$ cat src/rtl/uart_tx_scheduler.sv
// Purpose : arbitrates N_REQ byte streams onto one UART transmit FIFO (round-robin,
//           whole-packet grants) and sequences transmitter reconfiguration (drain, request, ack/timeout).
// Latency : zero-latency byte path (tx_data_o/tx_fifo_write_o combinational from the granted requester);
//           one idle cycle between packets while the next owner is chosen.
// Backpr. : tx_fifo_full_i deasserts req_ready_o of the owner; the grant is held until its last byte.
// Ports   : clk_i/rst_n_i (sync, active-low); req_valid_i/req_data_i/req_last_i/req_ready_o per requester;
//           grant_o one-hot owner; tx_data_o/tx_fifo_write_o/tx_fifo_full_i/tx_fifo_empty_i/tx_idle_i to the
//           transmitter; cfg_req_i/config_req_mst_o/req_done_i/cfg_ack_o/cfg_err_o config handshake; busy_o.
module uart_tx_scheduler #(
    parameter int N_REQ       = 4,
    parameter int CFG_TIMEOUT = 2000000
) (
    input  logic               clk_i,
    input  logic               rst_n_i,
    input  logic [N_REQ-1:0]   req_valid_i,
    input  logic [8*N_REQ-1:0] req_data_i,
    input  logic [N_REQ-1:0]   req_last_i,
    output logic [N_REQ-1:0]   req_ready_o,
    output logic [N_REQ-1:0]   grant_o,
    output logic [7:0]         tx_data_o,
    output logic               tx_fifo_write_o,
    input  logic               tx_fifo_full_i,
    input  logic               tx_fifo_empty_i,
    input  logic               tx_idle_i,
    input  logic               cfg_req_i,
    output logic               config_req_mst_o,
    input  logic               req_done_i,
    output logic               cfg_ack_o,
    output logic               cfg_err_o,
    output logic               busy_o
);

    localparam int          IW      = (N_REQ > 1) ? $clog2(N_REQ) : 1;
    localparam logic [31:0] TO_LAST = 32'(CFG_TIMEOUT - 1);

    typedef enum logic [1:0] {IDLE, STREAM, DRAIN, CONFIG} state_t;

    state_t           state;
    logic [IW-1:0]    last_grant;
    logic [IW-1:0]    cur_idx;
    logic [N_REQ-1:0] grant_q;
    logic             cfg_mst_q;
    logic [31:0]      cfg_cnt;

    logic [IW-1:0]    rr_idx;
    logic [IW-1:0]    cand;
    logic             rr_found;
    logic [N_REQ-1:0] rr_onehot;
    logic [7:0]       sel_byte;
    logic             in_stream;
    logic             in_config;
    logic             beat;
    logic             last_beat;
    logic             timeout_hit;

    // Round-robin: scan starting one past the previous owner, first valid wins.
    always_comb begin
        rr_found = 1'b0;
        rr_idx   = '0;
        cand     = '0;
        for (int i = 1; i <= N_REQ; i++) begin
            cand = IW'((int'(last_grant) + i) % N_REQ);
            if (!rr_found && req_valid_i[cand]) begin
                rr_found = 1'b1;
                rr_idx   = cand;
            end
        end
    end

    always_comb begin
        rr_onehot         = '0;
        rr_onehot[rr_idx] = 1'b1;
    end

    always_comb begin
        sel_byte = 8'h00;
        for (int k = 0; k < N_REQ; k++) begin
            if (cur_idx == IW'(k)) sel_byte = req_data_i[8*k +: 8];
        end
    end

    // Every output is gated by rst_n_i so the block is silent during the reset cycle
    // itself, not only after the reset edge.
    assign in_stream   = rst_n_i && (state == STREAM);
    assign in_config   = rst_n_i && (state == CONFIG);
    assign req_ready_o = {N_REQ{in_stream & ~tx_fifo_full_i}} & grant_q;
    assign beat        = |(req_ready_o & req_valid_i);
    assign last_beat   = beat & req_last_i[cur_idx];
    assign timeout_hit = (cfg_cnt == TO_LAST);

    assign tx_fifo_write_o  = beat;
    assign tx_data_o        = in_stream ? sel_byte : 8'h00;
    assign grant_o          = rst_n_i ? grant_q : '0;
    assign config_req_mst_o = rst_n_i & cfg_mst_q;
    // A completion arriving on the timeout cycle counts as success.
    assign cfg_ack_o        = in_config & req_done_i;
    assign cfg_err_o        = in_config & timeout_hit & ~req_done_i;
    assign busy_o           = rst_n_i && (state != IDLE);

    always_ff @(posedge clk_i) begin
        if (!rst_n_i) begin
            state      <= IDLE;
            last_grant <= IW'(N_REQ - 1);
            cur_idx    <= '0;
            grant_q    <= '0;
            cfg_mst_q  <= 1'b0;
            cfg_cnt    <= '0;
        end else begin
            case (state)
                IDLE: begin
                    if (cfg_req_i) begin
                        state <= DRAIN;
                    end else if (rr_found) begin
                        state   <= STREAM;
                        cur_idx <= rr_idx;
                        grant_q <= rr_onehot;
                    end
                end
                STREAM: begin
                    // Only the last beat releases the grant; a valid gap does not.
                    if (last_beat) begin
                        state      <= IDLE;
                        last_grant <= cur_idx;
                        grant_q    <= '0;
                    end
                end
                DRAIN: begin
                    if (tx_fifo_empty_i && tx_idle_i) begin
                        state     <= CONFIG;
                        cfg_cnt   <= '0;
                        cfg_mst_q <= 1'b1;
                    end
                end
                CONFIG: begin
                    if (req_done_i || timeout_hit) begin
                        state     <= IDLE;
                        cfg_mst_q <= 1'b0;
                    end else begin
                        cfg_cnt <= cfg_cnt + 32'd1;
                    end
                end
                default: state <= IDLE;
            endcase
        end
    end

endmodule
$ cat config.mk
export PLATFORM = sky130hd
export DESIGN_NAME = uart_tx_scheduler
export DESIGN_NICKNAME = d
export VERILOG_FILES = /design/src/rtl/uart_tx_scheduler.sv
export SDC_FILE = /design/constraint.sdc
export NUM_CORES = 1
export LEC_CHECK = 0
export CORE_UTILIZATION = 48
export CTS_CLUSTER_SIZE = 30
export DETAILED_ROUTE_END_ITERATION = 8
export PLACE_DENSITY = 0.79
export SYNTH_ARGS = -nofsm -noshare
export SYNTH_HDL_FRONTEND = slang
export SYNTH_SLANG_ARGS = --single-unit
$ cat constraint.sdc
create_clock -name clk_i -period 3 [get_ports clk_i]
set_clock_uncertainty 0.05 [all_clocks]
set_input_delay 0.6 -clock clk_i [delete_from_list [all_inputs] [get_ports clk_i]]
set_output_delay 0.6 -clock clk_i [all_outputs]
set_load 0.05 [all_outputs]
---- Word level (Yosys, flattened, before mapping) ----
Index checks and enable logic that the tools add are counted.
word-level totals
  flip-flop bits (word level) ............. 43
  input port bits ......................... 47
  output and inout bits ................... 21
  logic and storage cells ................. 109
cells by class
  $add $sub $neg .......................... 5
  $lt $le $gt $ge ......................... 7
  equal/unequal tests ..................... 14
  mux-type cells .......................... 42
  bitwise operators ....................... 11
  reduce and logical (&&, ||, !) cells .... 24
operator list
  operator                                                              count
  32-bit 2-to-1 mux                                                     2
  32-bit case mux with 2 select lines                                   1
  8-bit 2-to-1 mux                                                      5
  32-bit by 1-bit adder with 32-bit output, second input constant       1
  32-bit by 21-bit == test with 1-bit output, second input constant     1
  2-bit by 3-bit < comparator with 1-bit output, second input constant  6
  2-bit 2-to-1 mux                                                      9
  4-bit 2-to-1 mux                                                      4
  1-bit 2-to-1 mux                                                      12
  1-bit binary-select mux with 2-bit select                             5
  2-bit inequality test, second input constant                          5
  3-bit AND reduction                                                   3
  4-bit bitwise AND                                                     2
  2-bit == test, second input constant                                  4
  1-bit logical AND                                                     8
  2-bit case mux with 4 select lines                                    1
  4-bit case mux with 2 select lines                                    1
  4-bit AND reduction                                                   2
  1-bit bitwise AND                                                     6
  2-bit nonzero test                                                    3
  2-bit by 1-bit adder with 2-bit output, second input constant         2
  2-bit adder, second input constant                                    2
  2-bit by 1-bit == test with 1-bit output, second input constant       2
  2-bit logical NOT                                                     2
  10 further kinds                                                      14

---- Logic depth before layout (Yosys ltp) ----
Gate-level depths: netlist of the first run.
  depth after elaboration ................. 20
  depth in mapped cells ................... 7
  gate-level depth less buffers ........... 6

---- Least setup slack after synthesis of the first run ----
OpenSTA, ideal clock, no wires.
  path type ............................... register to output
  start ................................... reg cfg_cnt[13]
  end ..................................... out cfg_err_o
  arrival time ............................ 2995 ps
  data required time ...................... 2350 ps
  path slack .............................. -645 ps
  cell stages (with the launch flop) ...... 4
  path buffers ............................ 0
  cell sequence ........................... dfxtp_1 -> or4_4 -> or4_2 -> nor4_1
between the ends
  word-level cells in the longest chain between the ends .. 3
ends and longest elaborated chain
  element                                     line  text
  from (decl)                                 43    logic [31:0] cfg_cnt;
  from (signal assigned)                      139   cfg_cnt <= cfg_cnt + 32'd1;
  32-bit by 21-bit == test with 1-bit output  89    assign timeout_hit = (cfg_cnt == TO_LAST);
  1-bit bitwise AND (2 in series)             97    assign cfg_err_o = in_config & timeout_hit & ~req_done_i;
  to (decl)                                   29    output logic cfg_err_o,
Every way passes these cells.

---- Worst setup path after layout of the first run ----
Ends and elaborated chain as after synthesis.

==> results.rst, run 1 <==
.. list-table::
   :header-rows: 1

   * - Metric
     - Value
   * - Synth area leaders
     - dfxtp_1 35%, mux4_2 8.1%, xor2_1 6.0%
   * - Max Cap Viol
     - 0
   * - Post-synthesis area per instance
     - ~8.5 um2
   * - Detailed-route vias per instance
     - 5.75
   * - Tcrit/Tclk final
     - 0.964
   * - Worst EP required
     - ~2400 ps
   * - Wire length of the first global-routing pass
     - roughly 11 mm
   * - Fin. max-slew vios
     - 0
   * - Highest routed layer
     - met4
   * - Count of nets left with antenna violations after detail routing
     - 0
   * - Cell area power density
     - approximately 340 nW/um2
   * - Distinct cells, synth
     - 50
   * - Final cell area excluding filler cells
     - roughly 3600 um2
   * - Pin count of the biggest net entering global routing
     - 19
   * - Nets in the synthesized netlist
     - 340
   * - Final min period
     - roughly 2900 ps
   * - Worst setup EP type
     - primary output
   * - DRT iter0 DRCs
     - around 150
   * - Crit-path cells
     - or4_4 -> or4_4 -> nor4_4 -> buf_12
   * - Dpl cell area
     - 3490 um2
   * - Number of top-level pins
     - a little under 70
   * - Overall overflow remaining after global route
     - 0
   * - Layout filler cell count
     - about 360
   * - Critical path start-end classification
     - flip-flop to primary output
   * - Antenna diode count
     - 0
   * - Final Setup Violations
     - 0
   * - Share of synthesized area occupied by flip-flops and latches
     - 0.345
   * - Clock latency on the worst-skew pair
     - roughly 290 ps
   * - FMAX
     - between 300 and 400 MHz
   * - Share of layout cells above drive strength 1
     - 0.181
   * - Most frequent cell on the critical path
     - or4_4
   * - Met2 Wirelength
     - ~3.3 mm
   * - Post-Route M1 WL
     - 2.84 mm
   * - Maximum VDD drop
     - ~0.3 mV
   * - Global Route Usage Sum
     - 0.258
   * - Clock edge transition at the registers on the reported setup and hold paths
     - about 80 ps
   * - Number of buffers on the longest clock path
     - 2
   * - Starting utilization of the core area
     - 0.515
   * - Most common library cell in the layout ignoring fill and taps
     - clkdlybuf4s50_1
   * - Final net count
     - 412
   * - Worst path setup slack after routing
     - between 100 and 150 ps
   * - Non-filler cells, final
     - 432
   * - Endpoint of the worst hold path
     - cfg_cnt[1]$_SDFFE_PN0P_
   * - Number of buffers created by CTS
     - 5
   * - CTS Hold Bufs
     - 0
   * - Most used cells in the layout excluding fill and tap cells
     - 46 x clkdlybuf4s50_1, 43 x dfxtp_1, 29 x nor2_1
   * - Endpoints failing hold
     - 0
   * - Post-synth top area share
     - 0.345
   * - Launching point of the worst reg2reg path
     - cfg_cnt[13]$_SDFFE_PN0P_
   * - DIE AREA
     - between 5000 and 6000 um2
   * - Die Span Y
     - about 74 um
   * - Leakage power
     - 1.21 nW
   * - Total wirelength of the detailed-routed design
     - around 6.6 mm
   * - PortBufs
     - between 60 and 70
   * - CTS tree
     - built
   * - Via count of the first global-routing pass
     - 2,365
   * - Cell area after synthesis
     - about 2500 um2
   * - Clock root buffer master
     - clkbuf_8
   * - Drc violations
     - 0
   * - Final estimated routing congestion in global placement
     - approximately 0.85
   * - Standard cell core area
     - slightly below 5000 um2
   * - Worst Reg-to-Reg Cells
     - 6
   * - Initial antenna violation count
     - 0
   * - RSZ-0062 raised after global routing
     - false
   * - Cells after Synth
     - ~290
   * - HPWL after detailed placement
     - 5.01 mm
   * - R2R Path End
     - cfg_cnt[2]$_SDFFE_PN0P_
   * - DRT Pass-1 Iters
     - 4
   * - Count of state elements after synthesis
     - between 40 and 50
   * - Final core utilization
     - 0.743
   * - WL per Instance
     - around 15 um
   * - Master of the slowest instance on the critical path
     - or4_4
   * - Multi-input combinational cell area
     - roughly 1600 um2
   * - Arr. time, crit path
     - roughly 2200 ps
   * - Warnings, synthesis
     - 0
   * - Top flip-flop cell by instance count after synthesis
     - dfxtp_1
   * - Post-placement cell count
     - ~420
   * - Horiz. Die Dim
     - around 74 um
   * - Beginning of the worst hold path
     - cfg_cnt[1]$_SDFFE_PN0P_
   * - Routed via count
     - approximately 2,500
   * - Number of standard-cell rows in the floorplan
     - 25
   * - Async set-or-reset flop fraction in the synthesized netlist
     - 0
   * - Worst rel slew slack
     - 0.605
   * - Clock sink count
     - between 40 and 50
   * - Library cell with the largest summed area after synthesis
     - dfxtp_1
   * - Met3 WL
     - roughly 310 um
   * - Number of enable flip-flop cells after synthesis
     - 0
   * - Total power
     - ~1.2 mW
   * - Type of the worst min-delay path
     - flip-flop to flip-flop
   * - Worst Max-Slew Pin Slew
     - 592 ps
   * - H-tree level count
     - 2
   * - Buffers inserted by post-CTS timing repair
     - 0
   * - Setup slack of the most critical reg-to-reg path
     - around 470 ps
   * - Number of stages on the worst hold path
     - 2
   * - Synthesis-to-finish area growth
     - 44.3%
   * - Peak per-stage delay on the critical path
     - between 500 and 600 ps
   * - Footprint of the flip-flops and latches
     - between 800 and 900 um2
   * - Category of the worst setup path launch point
     - flip-flop
   * - Maximum fanout along the worst path
     - 5
   * - Outcome
     - completed
   * - Minimum setup slack after placement
     - 247 ps
## kinds of logic after synthesis
group / Yosys count / synth area share
and+or+nand+nor: 151 / 0.332
AOI/OAI and AO/OA: 50 / 0.135
DFF: 43 / 0.345
xor gates and xnor gates: 19 / 0.0667
buffers and inverters: 19 / 0.0346
muxes: 9 / 0.0812
adders and majority gates: 1 / 0.00501
## where the power goes
group / internal, mW / switching (mW)
clock: 0.210 / 0.192
sequential: 0.578 / 0.0209
combinational: 0.137 / 0.0990
## final cells by class
cell class / instances / area share
clock buffers: 8 / 0.0278
repair buffers: 78 / 0.268
multi-input cells: 230 / 0.436
well taps: 67 / 0.0233
inverters: 6 / 0.00625
flip-flops and latches: 43 / 0.239
## through the flow
stage	hold slack, ps	setup TNS (ps)
2_1_floorplan	404	-85.5
3_3_place_gp	418	0
6_report	432	0
3_5_place_dp	422	0
4_1_cts	434	0
5_1_grt	464	0
## synthesized netlist by cell type (3+ instances only)
master,number
dfxtp_1,43
nor2_1,29
nand3_1,27
nand2_1,19
xor2_1,17
nand4_1,14
a21oi_1,11
and2_1,10
nor2b_1,10
mux4_2,9
o21ai_1,7
clkbuf_1,6
inv_1,6
nor4_1,6
nor3_1,5
o21ai_0,5
or3_2,5
a211oi_1,4
a21boi_0,4
nand2b_1,4
nand3b_1,4
or3_1,4
buf_2,3
o31ai_1,3
or4_2,3
## registers in the layout, summed over array words and instances (netlist names)
signal and count:
grant_q 4, cfg_mst_q 1, cfg_cnt 32, state 2
last_grant 2, cur_idx 2
## critical path: cells and delay by family, from the launching register on
kind	cells	cell delay, ps
simple gates	3	1430
flops	1	350
buf+inv	1	180
## how the worst max path moves through the flow
stage | start | end | cells after the start
global placement | cfg_cnt[13]$_SDFFE_PN0P_ | cfg_err_o | 4
finish | cfg_cnt[13]$_SDFFE_PN0P_ | cfg_err_o | 4
floorplan | cfg_cnt[13]$_SDFFE_PN0P_ | cfg_err_o | 3
global route | cfg_cnt[13]$_SDFFE_PN0P_ | cfg_err_o | 4
CTS | cfg_cnt[13]$_SDFFE_PN0P_ | cfg_err_o | 4
detailed placement | cfg_cnt[13]$_SDFFE_PN0P_ | cfg_err_o | 4
## metal layers
metal,up-vias,track usage
met5,-,0
met3,14,0.0528
met2,72,0.444
met1,1171,0.327
li1,1225,-
met4,0,0.0726
## timing repair
action | CTS | global route
setup endpoints to repair | 1 | 1
gates resized for setup | 1 | 1
pin swaps | 1 | 1
Power figures use the tool's default switching activity.
==> run 2: changes to the inputs <==
Settings changed: MAX_ROUTING_LAYER from default to met4.
==> run 2 against run 1 <==
Against the previous run: total power hardly changed; non-clock buffer count stayed put; sequential share of layout area stayed put; sequential cell count stayed put; register-to-register slack hardly changed; combinational power hardly changed; clock-buffer cell count stayed put; critical endpoint unchanged; largest power group unchanged.
==> results.rst, run 2 (synthesized netlist as in run 1, its figures left out) <==
.. list-table::
   :header-rows: 1

   * - Metric
     - Value
   * - Outcome
     - completed
   * - Detailed-route vias per instance
     - between 5 and 6
   * - Worst Max-Slew Pin Slew
     - about 590 ps
   * - Internal Power
     - slightly above 0.9 mW
   * - Part of the power in combinational logic
     - 0.191
   * - Starting utilization of the core area
     - 0.515
   * - Maximum fanout along the worst path
     - 5
   * - Wire length of the first global-routing pass
     - 11.0 mm
   * - Horiz. Die Dim
     - around 74 um
   * - WL per Instance
     - 15.2 um
   * - Antenna diode count
     - 0
   * - Standard cell core area
     - 4850 um2
   * - Initial antenna violation count
     - 0
   * - Count of nets left with antenna violations after detail routing
     - 0
   * - Endpoints failing hold
     - 0
   * - RSZ-0062 raised after global routing
     - false
   * - Clock latency on the worst-skew pair
     - slightly below 300 ps
   * - Cell area power density
     - 344 nW/um2
   * - CTS tree
     - built
   * - Synthesis-to-finish area growth
     - 44.3%
   * - Fin Setup TNS
     - 0 ps
   * - Total wirelength of the detailed-routed design
     - between 6 and 7 mm
   * - Pin count of the biggest net entering global routing
     - 19
   * - Number of flip-flops in the largest register
     - 32
   * - H-tree level count
     - 2
   * - Worst EP required
     - about 2400 ps
   * - PortBufs
     - 67
   * - Type of the worst min-delay path
     - flip-flop to flip-flop
   * - Layout filler cell count
     - ~360
   * - Final Setup Violations
     - 0
   * - Worst setup EP type
     - primary output
   * - Number of buffers on the longest clock path
     - 2
   * - Via count of the first global-routing pass
     - roughly 2,400
   * - Final cell area excluding filler cells
     - roughly 3600 um2
   * - Max Cap Viol
     - 0
   * - Master of the slowest instance on the critical path
     - or4_4
   * - Clock edge transition at the registers on the reported setup and hold paths
     - approximately 80 ps
   * - Sw Share
     - 0.252
   * - Number of buffers created by CTS
     - 5
   * - Category of the worst setup path launch point
     - flip-flop
   * - Worst rel slew slack
     - 0.603
   * - Drc violations
     - 0
   * - Global Route Usage Sum
     - 0.267
   * - Fraction of power consumed by sequential logic
     - 0.484
   * - Post-placement cell count
     - about 420
   * - NetSw
     - between 0.3 and 0.4 mW
   * - Most frequent cell on the critical path
     - or4_4
   * - Clock power share
     - 0.325
   * - Critical path start-end classification
     - flip-flop to primary output
   * - Non-filler cells, final
     - 432
   * - DIE AREA
     - ~5500 um2
   * - Number of top-level pins
     - between 60 and 70
   * - FMAX
     - about 350 MHz
   * - Peak per-stage delay on the critical path
     - 540 ps
   * - Buffers inserted by post-CTS timing repair
     - 0
   * - Routed via count
     - 2,472
   * - Overall overflow remaining after global route
     - 0
   * - Arr. time, crit path
     - about 2200 ps
   * - Most common library cell in the layout ignoring fill and taps
     - clkdlybuf4s50_1
   * - Total power
     - 1.24 mW
   * - HPWL after detailed placement
     - about 5.0 mm
   * - Final net count
     - 412
   * - Dpl cell area
     - 3490 um2
   * - Top Registers
     - cfg_cnt (32), grant_q (4)
   * - Final min period
     - 2890 ps
   * - Final estimated routing congestion in global placement
     - 0.861
   * - Maximum VDD drop
     - 0.302 mV
   * - Die Span Y
     - roughly 74 um
   * - Leakage power
     - roughly 1.2 nW
   * - Share of layout cells above drive strength 1
     - 0.181
   * - DRT iter0 DRCs
     - approximately 180
   * - Crit-path cells
     - or4_4 -> or4_4 -> nor4_4 -> buf_12
   * - Fin. max-slew vios
     - 0
   * - DRT Pass-1 Iters
     - 4
   * - Number of standard-cell rows in the floorplan
     - 25
   * - Clock root buffer master
     - clkbuf_8
   * - Clock sink count
     - 43
   * - Register containing the most flip-flops in the final layout
     - cfg_cnt
   * - Most used cells in the layout excluding fill and tap cells
     - 46 x clkdlybuf4s50_1, 43 x dfxtp_1, 29 x nor2_1
   * - Tcrit/Tclk final
     - 0.963
## run 2: worst max-delay path: cells and delay by family, from the launching register on
| family | cells | cell delay [ps] |
|---|---|---|
| buffers and inverters | 1 | 180 |
| flip-flops | 1 | 350 |
| AND/OR/NAND/NOR | 3 | 1430 |
## run 2: power by group through the flow
stage / logic [mW] / clock network, mW / registers [mW]
2_1_floorplan: 0.127 / 0 / 0.596
3_3_place_gp: 0.231 / 0 / 0.612
3_5_place_dp: 0.236 / 0 / 0.613
4_1_cts: 0.237 / 0.405 / 0.599
5_1_grt: 0.252 / 0.430 / 0.602
6_report: 0.236 / 0.402 / 0.599
## run 2: worst paths after layout
path,from,end,slack (ps),depth (start not counted)
hold reg to reg,cfg_cnt[1]$_SDFFE_PN0P_,cfg_cnt[1]$_SDFFE_PN0P_,430,2
setup / recovery,cfg_cnt[13]$_SDFFE_PN0P_,cfg_err_o,110,4
setup reg to reg,cfg_cnt[13]$_SDFFE_PN0P_,cfg_cnt[2]$_SDFFE_PN0P_,460,6
hold / removal,cfg_cnt[1]$_SDFFE_PN0P_,cfg_cnt[1]$_SDFFE_PN0P_,430,2
## run 2: layout make-up
| type | count | area (um2) | share of cell area |
|---|---|---|---|
| multi-input cells | 230 | 1570 | 0.436 |
| repair buffers | 78 | 963 | 0.268 |
| flip-flops and latches | 43 | 861 | 0.239 |
| clock buffers | 8 | 100 | 0.0278 |
| well taps | 67 | 83.8 | 0.0233 |
| inverters | 6 | 22.5 | 0.00625 |
## run 2: metrics by stage
step	utilization	hold slack, ps	setup WS [ps]
floorplan	-	404	-85.5
global placement	0.720	418	252
detailed placement	0.720	422	247
CTS	0.742	434	53.7
global route	0.743	464	38.9
finish	0.743	430	111
## run 2: metal layers
layer,vias to the layer above,track usage,part of all wire
li1,1226,-,-
met1,1166,0.328,0.43
met2,66,0.444,0.50
met3,14,0.0528,0.046
met4,0,0.0726,0.021
met5,-,-,0
## run 2: timing repair
item	CTS	global route
resized for setup	1	1
pin swaps	1	1
hold buffers	0	0
setup endpoints to repair	1	1
==> run 3: changes to the inputs <==
Settings changed: CORE_MARGIN from default to 5, SLEW_MARGIN from default to 0.
==> run 3 against run 2 <==
Against the previous run: total power increased by 5.2%; critical path depth unchanged; hold slack improved by 18 ps; largest power group unchanged; die area up 23%; global-route usage decreased by 3.7 points; sequential power barely moved; core utilization shrank 2.8 points; routed wire length grew 3.2%.
==> results.rst, run 3 (synthesized netlist as in run 1, its figures left out) <==
.. list-table::
   :header-rows: 1

   * - Metric
     - Value
   * - Final Setup Violations
     - 0
   * - Register containing the most flip-flops in the final layout
     - cfg_cnt
   * - Layout filler cell count
     - 390
   * - DRT Pass-1 Iters
     - 4
   * - Clock root buffer master
     - clkbuf_8
   * - Total power
     - between 1 and 1.5 mW
   * - Global Route Usage Sum
     - 0.230
   * - Total wirelength of the detailed-routed design
     - roughly 6.8 mm
   * - Fin Setup TNS
     - 0 ps
   * - Critical path start-end classification
     - flip-flop to primary output
   * - Top Registers
     - cfg_cnt (32), grant_q (4)
   * - RSZ-0062 raised after global routing
     - false
   * - Multi-input combinational cell area
     - ~1600 um2
   * - Worst rel slew slack
     - 0.622
   * - Clock latency on the worst-skew pair
     - 300 ps
   * - Clock edge transition at the registers on the reported setup and hold paths
     - approximately 80 ps
   * - Highest routed layer
     - met4
   * - Clock sink count
     - 43
   * - Wire length of the first global-routing pass
     - roughly 12 mm
   * - Synthesis-to-finish area growth
     - 45.4%
   * - Final hold slack
     - 448 ps
   * - Detailed-route vias per instance
     - around 5.6
   * - Drc violations
     - 0
   * - Worst setup EP type
     - primary output
   * - Maximum fanout along the worst path
     - 5
   * - Met2 Wirelength
     - ~3.6 mm
   * - Post-placement cell count
     - between 400 and 500
   * - Standard cell core area
     - between 5000 and 6000 um2
   * - Number of buffers created by CTS
     - 5
   * - Number of standard-cell rows in the floorplan
     - 26
   * - Final net count
     - between 400 and 500
   * - Number of top-level pins
     - 68
   * - Fin. max-slew vios
     - 0
   * - FMAX
     - 343 MHz
   * - Worst Max-Slew Pin Slew
     - 559 ps
   * - Number of buffers on the longest clock path
     - 2
   * - Maximum VDD drop
     - about 0.34 mV
   * - Max Cap Viol
     - 0
   * - Worst EP required
     - about 2400 ps
   * - Routed via count
     - 2,432
   * - Number of flip-flops in the largest register
     - 32
   * - Overall overflow remaining after global route
     - 0
   * - DRT iter0 DRCs
     - 134
   * - Most common library cell in the layout ignoring fill and taps
     - clkdlybuf4s50_1
   * - Final estimated routing congestion in global placement
     - 0.796
   * - Final min period
     - just under 3000 ps
   * - Count of nets left with antenna violations after detail routing
     - 0
   * - Endpoints failing hold
     - 0
   * - Footprint of the flip-flops and latches
     - 861 um2
   * - Pin count of the biggest net entering global routing
     - 18
   * - Starting utilization of the core area
     - 0.492
   * - HPWL after detailed placement
     - ~5.2 mm
   * - H-tree level count
     - 2
   * - Buffers inserted by post-CTS timing repair
     - 0
   * - Die Span Y
     - roughly 80 um
   * - Antenna diode count
     - 0
   * - Share of layout cells above drive strength 1
     - 0.186
   * - Via count of the first global-routing pass
     - around 2,400
   * - Most used cells in the layout excluding fill and tap cells
     - 46 x clkdlybuf4s50_1, 43 x dfxtp_1, 29 x nor2_1
   * - Post-Route M1 WL
     - ~2.7 mm
   * - CTS tree
     - built
   * - Horiz. Die Dim
     - roughly 82 um
   * - WL per Instance
     - about 16 um
   * - PortBufs
     - 67
   * - Cell area power density
     - roughly 360 nW/um2
   * - Non-filler cells, final
     - approximately 440
   * - Tcrit/Tclk final
     - 0.971
   * - DIE AREA
     - 6740 um2
   * - Type of the worst min-delay path
     - flip-flop to flip-flop
   * - Category of the worst setup path launch point
     - flip-flop
   * - Initial antenna violation count
     - 0
   * - Setup slack of the most critical reg-to-reg path
     - roughly 470 ps
   * - Leakage power
     - between 1 and 1.5 nW
   * - Outcome
     - completed
   * - Met3 WL
     - 344 um
   * - Arr. time, crit path
     - 2260 ps
[run 3: cell count changes in the layout (fill, tap and decap cells not counted), sizes merged]
| cell | previous run | this run |
|---|---|---|
| bufinv | 0 | 1 |
| buf | 32 | 33 |
| clkbuf | 8 | 6 |
| clkinv | 0 | 1 |
[run 3: what timing repair did]
item | CTS | global route
endpoints found under the setup margin | 1 | 0
gates resized for setup | 1 | 0
hold buffers | 0 | 0
[run 3: worst max-delay path, cell delays in order, from the launching register on]
cell and delay, ps:
dfxtp_1 340, or4_4 540, or4_2 690, nor4_4 210, buf_12 180
[run 3: metrics by stage]
| step | utilization | cell area (um2) | worst slack, ps |
|---|---|---|---|
| floorplan | - | 2510 | -85.5 |
| global placement | 0.690 | 3500 | 321 |
| detailed placement | 0.690 | 3500 | 286 |
| CTS | 0.715 | 3630 | 56.3 |
| global route | 0.715 | 3630 | 21.6 |
| finish | 0.715 | 3630 | 85.6 |
[run 3: path summary, 6_finish.rpt]
check                            from                 endpoint  cells after the start
max          cfg_cnt[13]$_SDFFE_PN0P_                cfg_err_o                      4
min           grant_q[2]$_SDFFE_PN0P_  grant_q[2]$_SDFFE_PN0P_                      2
max reg2reg  cfg_cnt[13]$_SDFFE_PN0P_  cfg_cnt[2]$_SDFFE_PN0P_                      6
min reg2reg   grant_q[2]$_SDFFE_PN0P_  grant_q[2]$_SDFFE_PN0P_                      2
[run 3: final cells by class]
| type | count | area share |
|---|---|---|
| clock buffer | 6 | 0.0228 |
| clock inverter | 2 | 0.00966 |
| inverter | 6 | 0.00621 |
| multi-input combinational | 230 | 0.432 |
| sequential | 43 | 0.237 |
| tap | 70 | 0.0241 |
| timing repair buffer | 79 | 0.268 |
[run 3: where the power goes]
part / switching [mW] / leakage, nW / internal, mW
sequential: 0.0209 / 0.347 / 0.578
clock: 0.194 / 0.0612 / 0.269
combinational: 0.101 / 0.818 / 0.138
[run 3: metal layers]
metal | up-vias | track usage
li1 | 1232 | -
met1 | 1140 | 0.253
met2 | 50 | 0.418
met3 | 10 | 0.0521
met4 | 0 | 0.0548
met5 | - | -
